$ cat src/rtl/imem_loader_pkg.sv
// Shared types and sizing for the instruction-memory loader and the memory it fills.
package imem_loader_pkg;

  localparam int ADDR_W_DEF = 6;
  localparam int DATA_W_DEF = 32;

  function automatic int imem_depth(input int addr_w);
    return 2 ** addr_w;
  endfunction

  localparam int IMEM_DEPTH = imem_depth(ADDR_W_DEF);

  typedef enum logic [2:0] {
    S_IDLE,
    S_COUNT,
    S_DATA,
    S_WRITE,
    S_DONE,
    S_ERR,
    S_CHECK
  } loader_state_t;

endpackage

$ cat src/rtl/imem_word_packer.sv
// Assembles accepted bytes MSB-first into DATA_W-bit words; word_ready marks the
// accept that completes a word, with word carrying the finished value that cycle.
module imem_word_packer
  import imem_loader_pkg::*;
#(
  parameter int DATA_W = DATA_W_DEF
) (
  input  logic              clk,
  input  logic              reset,
  input  logic              clear,
  input  logic              accept,
  input  logic [7:0]        in_byte,
  output logic [DATA_W-1:0] word,
  output logic              word_ready
);

  localparam int BPW   = DATA_W / 8;
  localparam int CNT_W = (BPW > 1) ? $clog2(BPW) : 1;

  logic [DATA_W-1:0] shift_q;
  logic [CNT_W-1:0]  cnt_q;
  logic [DATA_W+7:0] shift_ext;

  // Earlier bytes move toward the MSB as each new byte enters at the bottom.
  assign shift_ext  = {shift_q, in_byte};
  assign word       = shift_ext[DATA_W-1:0];
  assign word_ready = accept && (cnt_q == CNT_W'(BPW - 1));

  always_ff @(posedge clk) begin
    if (reset || clear) begin
      shift_q <= '0;
      cnt_q   <= '0;
    end else if (accept) begin
      shift_q <= word;
      cnt_q   <= word_ready ? '0 : cnt_q + 1'b1;
    end
  end

endmodule

$ cat src/rtl/imem_loader.sv
// Byte-stream loader for the instruction memory; holds the core until the program is in.
// Define LOADER_CHECKSUM_EN to require a trailing XOR checksum byte before release.
module imem_loader
  import imem_loader_pkg::*;
#(
  parameter int ADDR_W = ADDR_W_DEF,
  parameter int DATA_W = DATA_W_DEF
) (
  input  logic              clk,
  input  logic              reset,
  input  logic              start,
  input  logic              in_valid,
  input  logic [7:0]        in_byte,
  output logic              in_ready,
  output logic              wr_en,
  output logic [ADDR_W-1:0] wr_addr,
  output logic [DATA_W-1:0] wr_data,
  output logic              core_hold,
  output logic              done,
  output logic              err
);

  localparam int          DEPTH   = imem_depth(ADDR_W);
  localparam int          CNT_W   = ADDR_W + 1;
  localparam logic [31:0] DEPTH_U = 32'(DEPTH);

  loader_state_t     state_q, state_d;
  logic [ADDR_W-1:0] addr_q;
  logic [CNT_W-1:0]  target_q, words_q, words_inc, hdr_target;
  logic [ADDR_W-1:0] wr_addr_q;
  logic [DATA_W-1:0] wr_data_q;
  logic              transfer, start_ok, hdr_bad, accept;
  logic [DATA_W-1:0] word;
  logic              word_ready;
`ifdef LOADER_CHECKSUM_EN
  logic [7:0]        xor_q;
`endif

  assign in_ready = (state_q == S_COUNT) || (state_q == S_DATA) || (state_q == S_CHECK);
  assign transfer = in_valid && in_ready;
  assign accept   = transfer && (state_q == S_DATA);
  assign start_ok = start && ((state_q == S_IDLE) || (state_q == S_DONE) || (state_q == S_ERR));

  // A count byte of zero stands for a completely full memory.
  assign hdr_bad    = 32'(in_byte) > DEPTH_U;
  assign hdr_target = (in_byte == 8'd0) ? CNT_W'(DEPTH) : CNT_W'(in_byte);
  assign words_inc  = words_q + 1'b1;

  imem_word_packer #(.DATA_W(DATA_W)) u_packer (
    .clk        (clk),
    .reset      (reset),
    .clear      (start_ok),
    .accept     (accept),
    .in_byte    (in_byte),
    .word       (word),
    .word_ready (word_ready)
  );

  always_comb begin
    state_d = state_q;
    unique case (state_q)
      S_IDLE, S_DONE, S_ERR: if (start) state_d = S_COUNT;
      S_COUNT:               if (transfer) state_d = hdr_bad ? S_ERR : S_DATA;
      S_DATA:                if (word_ready) state_d = S_WRITE;
      S_WRITE: begin
        if (words_inc == target_q) begin
`ifdef LOADER_CHECKSUM_EN
          state_d = S_CHECK;
`else
          state_d = S_DONE;
`endif
        end else begin
          state_d = S_DATA;
        end
      end
`ifdef LOADER_CHECKSUM_EN
      S_CHECK:               if (transfer) state_d = (in_byte == xor_q) ? S_DONE : S_ERR;
`endif
      default:               state_d = S_IDLE;
    endcase
  end

  // The write port is latched on the completing byte so it holds between strobes.
  always_ff @(posedge clk) begin
    if (reset) begin
      state_q   <= S_IDLE;
      addr_q    <= '0;
      target_q  <= '0;
      words_q   <= '0;
      wr_addr_q <= '0;
      wr_data_q <= '0;
`ifdef LOADER_CHECKSUM_EN
      xor_q     <= '0;
`endif
    end else begin
      state_q <= state_d;
      if (start_ok) begin
        addr_q   <= '0;
        words_q  <= '0;
        target_q <= '0;
`ifdef LOADER_CHECKSUM_EN
        xor_q    <= '0;
`endif
      end
      if ((state_q == S_COUNT) && transfer) target_q <= hdr_target;
      if (word_ready) begin
        wr_addr_q <= addr_q;
        wr_data_q <= word;
      end
      if (state_q == S_WRITE) begin
        addr_q  <= addr_q + 1'b1;
        words_q <= words_inc;
      end
`ifdef LOADER_CHECKSUM_EN
      if (accept) xor_q <= xor_q ^ in_byte;
`endif
    end
  end

  assign wr_en     = (state_q == S_WRITE);
  assign wr_addr   = wr_addr_q;
  assign wr_data   = wr_data_q;
  assign core_hold = (state_q != S_DONE);
  assign done      = (state_q == S_DONE);
  assign err       = (state_q == S_ERR);

endmodule

$ cat config.mk
export PLATFORM = sky130hd
export DESIGN_NAME = imem_loader
export DESIGN_NICKNAME = d
export VERILOG_FILES = /design/src/rtl/imem_loader_pkg.sv /design/src/rtl/imem_word_packer.sv /design/src/rtl/imem_loader.sv
export SDC_FILE = /design/constraint.sdc
export NUM_CORES = 1
export LEC_CHECK = 0
export CORE_ASPECT_RATIO = 0.6
export CORE_MARGIN = 2
export CORE_UTILIZATION = 50
export DETAILED_ROUTE_END_ITERATION = 8
export MAX_ROUTING_LAYER = met4
export PLACE_DENSITY = 0.86
export SYNTH_ARGS = -nofsm -noshare
export SYNTH_HDL_FRONTEND = slang
export SYNTH_HIERARCHICAL = 1
export SYNTH_SLANG_ARGS = --single-unit
$ cat constraint.sdc
create_clock -name clk -period 3.2 [get_ports clk]
set_clock_uncertainty 0.1 [all_clocks]
set_input_delay 0.8 -clock clk [delete_from_list [all_inputs] [get_ports clk]]
set_output_delay 0.8 -clock clk [all_outputs]
set_load 0.01 [all_outputs]
==> summary.txt <==
STA
  – Fmax: ~370 MHz
  – Max-slew violations: 0
  – Final setup TNS: 0 ns
  – RSZ-0062 raised after global routing: false
  – Part of the cycle the worst path needs: about 85%
  – Max_slew headroom: between 50 and 60%
  – Crit path time final: roughly 2.7 ns
  – Worst hold slack: 0.391 ns
  – Setup WS post-layout: 0.472 ns
  – Worst-margin pin slew: 0.633 ns
  – Finish-stage setup viols: 0
  – Hold Fails Final Rpt: 0

Run status
  – Status: finished clean

Synthesis
  – Yosys reg bits: between 80 and 90
  – Syn_nets: ~400
  – Post-synth top area share: between 40% and 50%
  – Syn_area_per_cell: between 9 and 10 um^2
  – Yosys warning total: 6
  – Synth area leaders: dfxtp_1 (48%), mux2i_1 (17%), nor2_1 (9.5%), a21oi_1 (2.4%), buf_4 (2.3%)
  – Synth area leader: dfxtp_1
  – Sequential area share after synthesis: 48.3%
  – Post-Synthesis Cell Area: about 0.0036 mm^2
  – Synth Instances: ~380
  – Library cells used by synthesis: between 40 and 50

Die
  – Rows: 23
  – Core ar.: between 0.006 and 0.007 mm^2
  – Die Wd: between 100 and 150 um
  – Chip height: 69.8 um
  – I/O pin cnt: 55
  – Initial Utilization: between 50% and 60%
  – Die area: between 0.007 and 0.008 mm^2

Hold path
  – Hold Crit Class: reg -> reg
  – Worst Hold Depth: 2

CTS
  – Post_cts resized: 0
  – Hold Buf Count CTS: 0
  – CTS tree: built
  – TritonCTS Buffers: 9
  – H-tree depth: 3
  – Setup Buffers After CTS: 0
  – Clock Tree Buf Depth: 2
  – Root Driver: clkbuf_16
  – Worst-path clk slew: around 0.060 ns
  – Clock insertion delay at the later pin of the skew report: roughly 0.34 ns
  – # clock sinks: 87

Placed design
  – HPWL after detailed placement: between 5000 and 6000 um
  – Placed Cells: 500
  – Worst slack at placement: between 0.5 and 0.6 ns
  – Dpl cell area: 0.00415 mm^2
  – Routability Congestion: just under 0.9
  – I/O Buffers: 54

GRT
  – Antenna violations before repair: 0
  – Overflow after GRT: 0
  – Wire length of the first global-routing pass: 12800 um
  – Pin count of the biggest net entering global routing: 28
  – Vias in the first global route: about 2600
  – Overall Global Routing Usage: between 20% and 30%

Cells and area
  – Share of layout cells above drive strength 1: between 8 and 9%
  – Nets: 439
  – Post-Route Utilization: between 60% and 70%
  – Number of diodes: 0
  – Cell area after layout: 0.00448 mm^2
  – Syn-to-layout area delta: 24.1%
  – Finished Layout Cells: just over 500
  – Commonest non-fill, non-tap cell in the layout: nor2_1
  – FILL cells: between 500 and 600
  – Most frequent cells in the layout: nor2_1 (90), dfxtp_1 (87), mux2i_1 (63), clkdlybuf4s50_1 (53), a21oi_1 (17)

Detailed routing
  – First DRT Iteration DRCs: approximately 190
  – Drt first pass iters: 5
  – Drt drc: 0
  – Vias per cell: approximately 5.3
  – Routed length per instance: between 10 and 15 um
  – DR vias: between 2000 and 3000
  – Remaining antenna violation count: 0
  – Routed wire length: 7580 um

Worst setup path
  – Crit end category: primary output
  – Worst-path fanout max: 10
  – CP required: ~2.3 ns
  – CP max stage delay: approximately 0.57 ns
  – Worst setup path class: reg -> out
  – Startpoint types: register
  – Crit path cell chain: nor2b_1, nand2_1, inv_2, clkdlybuf4s50_1
  – R2r worst-path depth: 6
  – Critical-path top delay cell: clkdlybuf4s50_1
  – Critical path arrival: 1.83 ns

Power and ir drop
  – P_leak: ~1.5 nW
  – Power Dens Cells: between 500 and 600 mW/mm^2
  – Peak supply drop: about 0.00038 V
  – Tot Pwr: 2.35 mW

Flow run
  – Max-Cap Viols: 0
## layout make-up
type	instances	area [um^2]	share of cell area [%]
flip-flops and latches	87	1740	38.9
multi-input cells	258	1670	37.2
repair buffers	61	601	13.4
clock buffers	11	253	5.64
well taps	87	109	2.43
clock inverters	5	80.1	1.79
inverters	7	26.3	0.587
## worst max-delay path, delay by kind of cell, from the launching register on
family | cells | cell delay [ns]
flip-flops | 1 | 0.44
AND/OR/NAND/NOR | 2 | 0.30
buffers and inverters | 2 | 0.75
## layer usage
metal	global-route usage (%)	up-vias	wire, um
li1	-	1384	-
met1	29.5	1284	3840
met2	28.7	86	3220
met3	7.17	6	465
met4	5.15	0	51
met5	-	-	0
## final timing paths
kind | start | to | slack, ns
min reg2reg | wr_addr[3] | wr_addr[3] | 0.39
max | state_q[0] | wr_en | 0.47
max reg2reg | words_q[0] | state_q[1] | 1.17
min | wr_addr[3] | wr_addr[3] | 0.39
## registers in the layout, summed over array words and instances, names as in the netlist
signal and flops:
wr_addr 6, wr_data 32, u_packer/shift_q 24, u_packer/cnt_q 2, state_q 3, addr_q 6
words_q 7, target_q 7
## cells in the mapped netlist
cell type and number:
nor4_1 3, nor2_2 1, inv_2 1, clkbuf_1 7, nand3b_1 4, and3_1 1
or3b_1 1, a211oi_1 3, dfxtp_1 87, nor2_1 91, nand2_1 5, inv_1 6
nand2b_1 9, or2_2 3, o22ai_1 1, nor3_1 4, buf_2 12, xnor2_1 4
a21oi_1 17, or4b_1 1, and3_4 1, buf_4 11, o41ai_2 1, nand4_1 2
or2_1 1, o21ai_0 9, a31o_2 1, nor2b_1 1, o211ai_1 1, mux2_2 1
a31oi_1 4, and2_1 2, ha_1 3, a22oi_1 8, xor2_1 2, o21a_1 1
or3_1 2, buf_6 1, mux2i_1 63, o31a_1 3, nand3_1 4
## cells by family (layout without fill, tap and decap cells)
| group | Yosys count | count (layout) | synth area share [%] |
|---|---|---|---|
| muxes | 64 | 64 | 17.8 |
| xor gates and xnor gates | 6 | 6 | 1.46 |
| and+or+nand+nor | 136 | 136 | 17.1 |
| DFF | 87 | 87 | 48.3 |
| adders and majority gates | 3 | 3 | 1.04 |
| AOI/OAI and AO/OA | 49 | 49 | 8.60 |
| buffers and inverters | 38 | 84 | 5.72 |
## power by group
group,total [mW],switching [mW],internal [mW]
Clock,1.13,0.411,0.724
Combinational,0.119,0.0730,0.0464
Sequential,1.10,0.00912,1.09
Note: power is estimated with default switching activity, not from simulation.
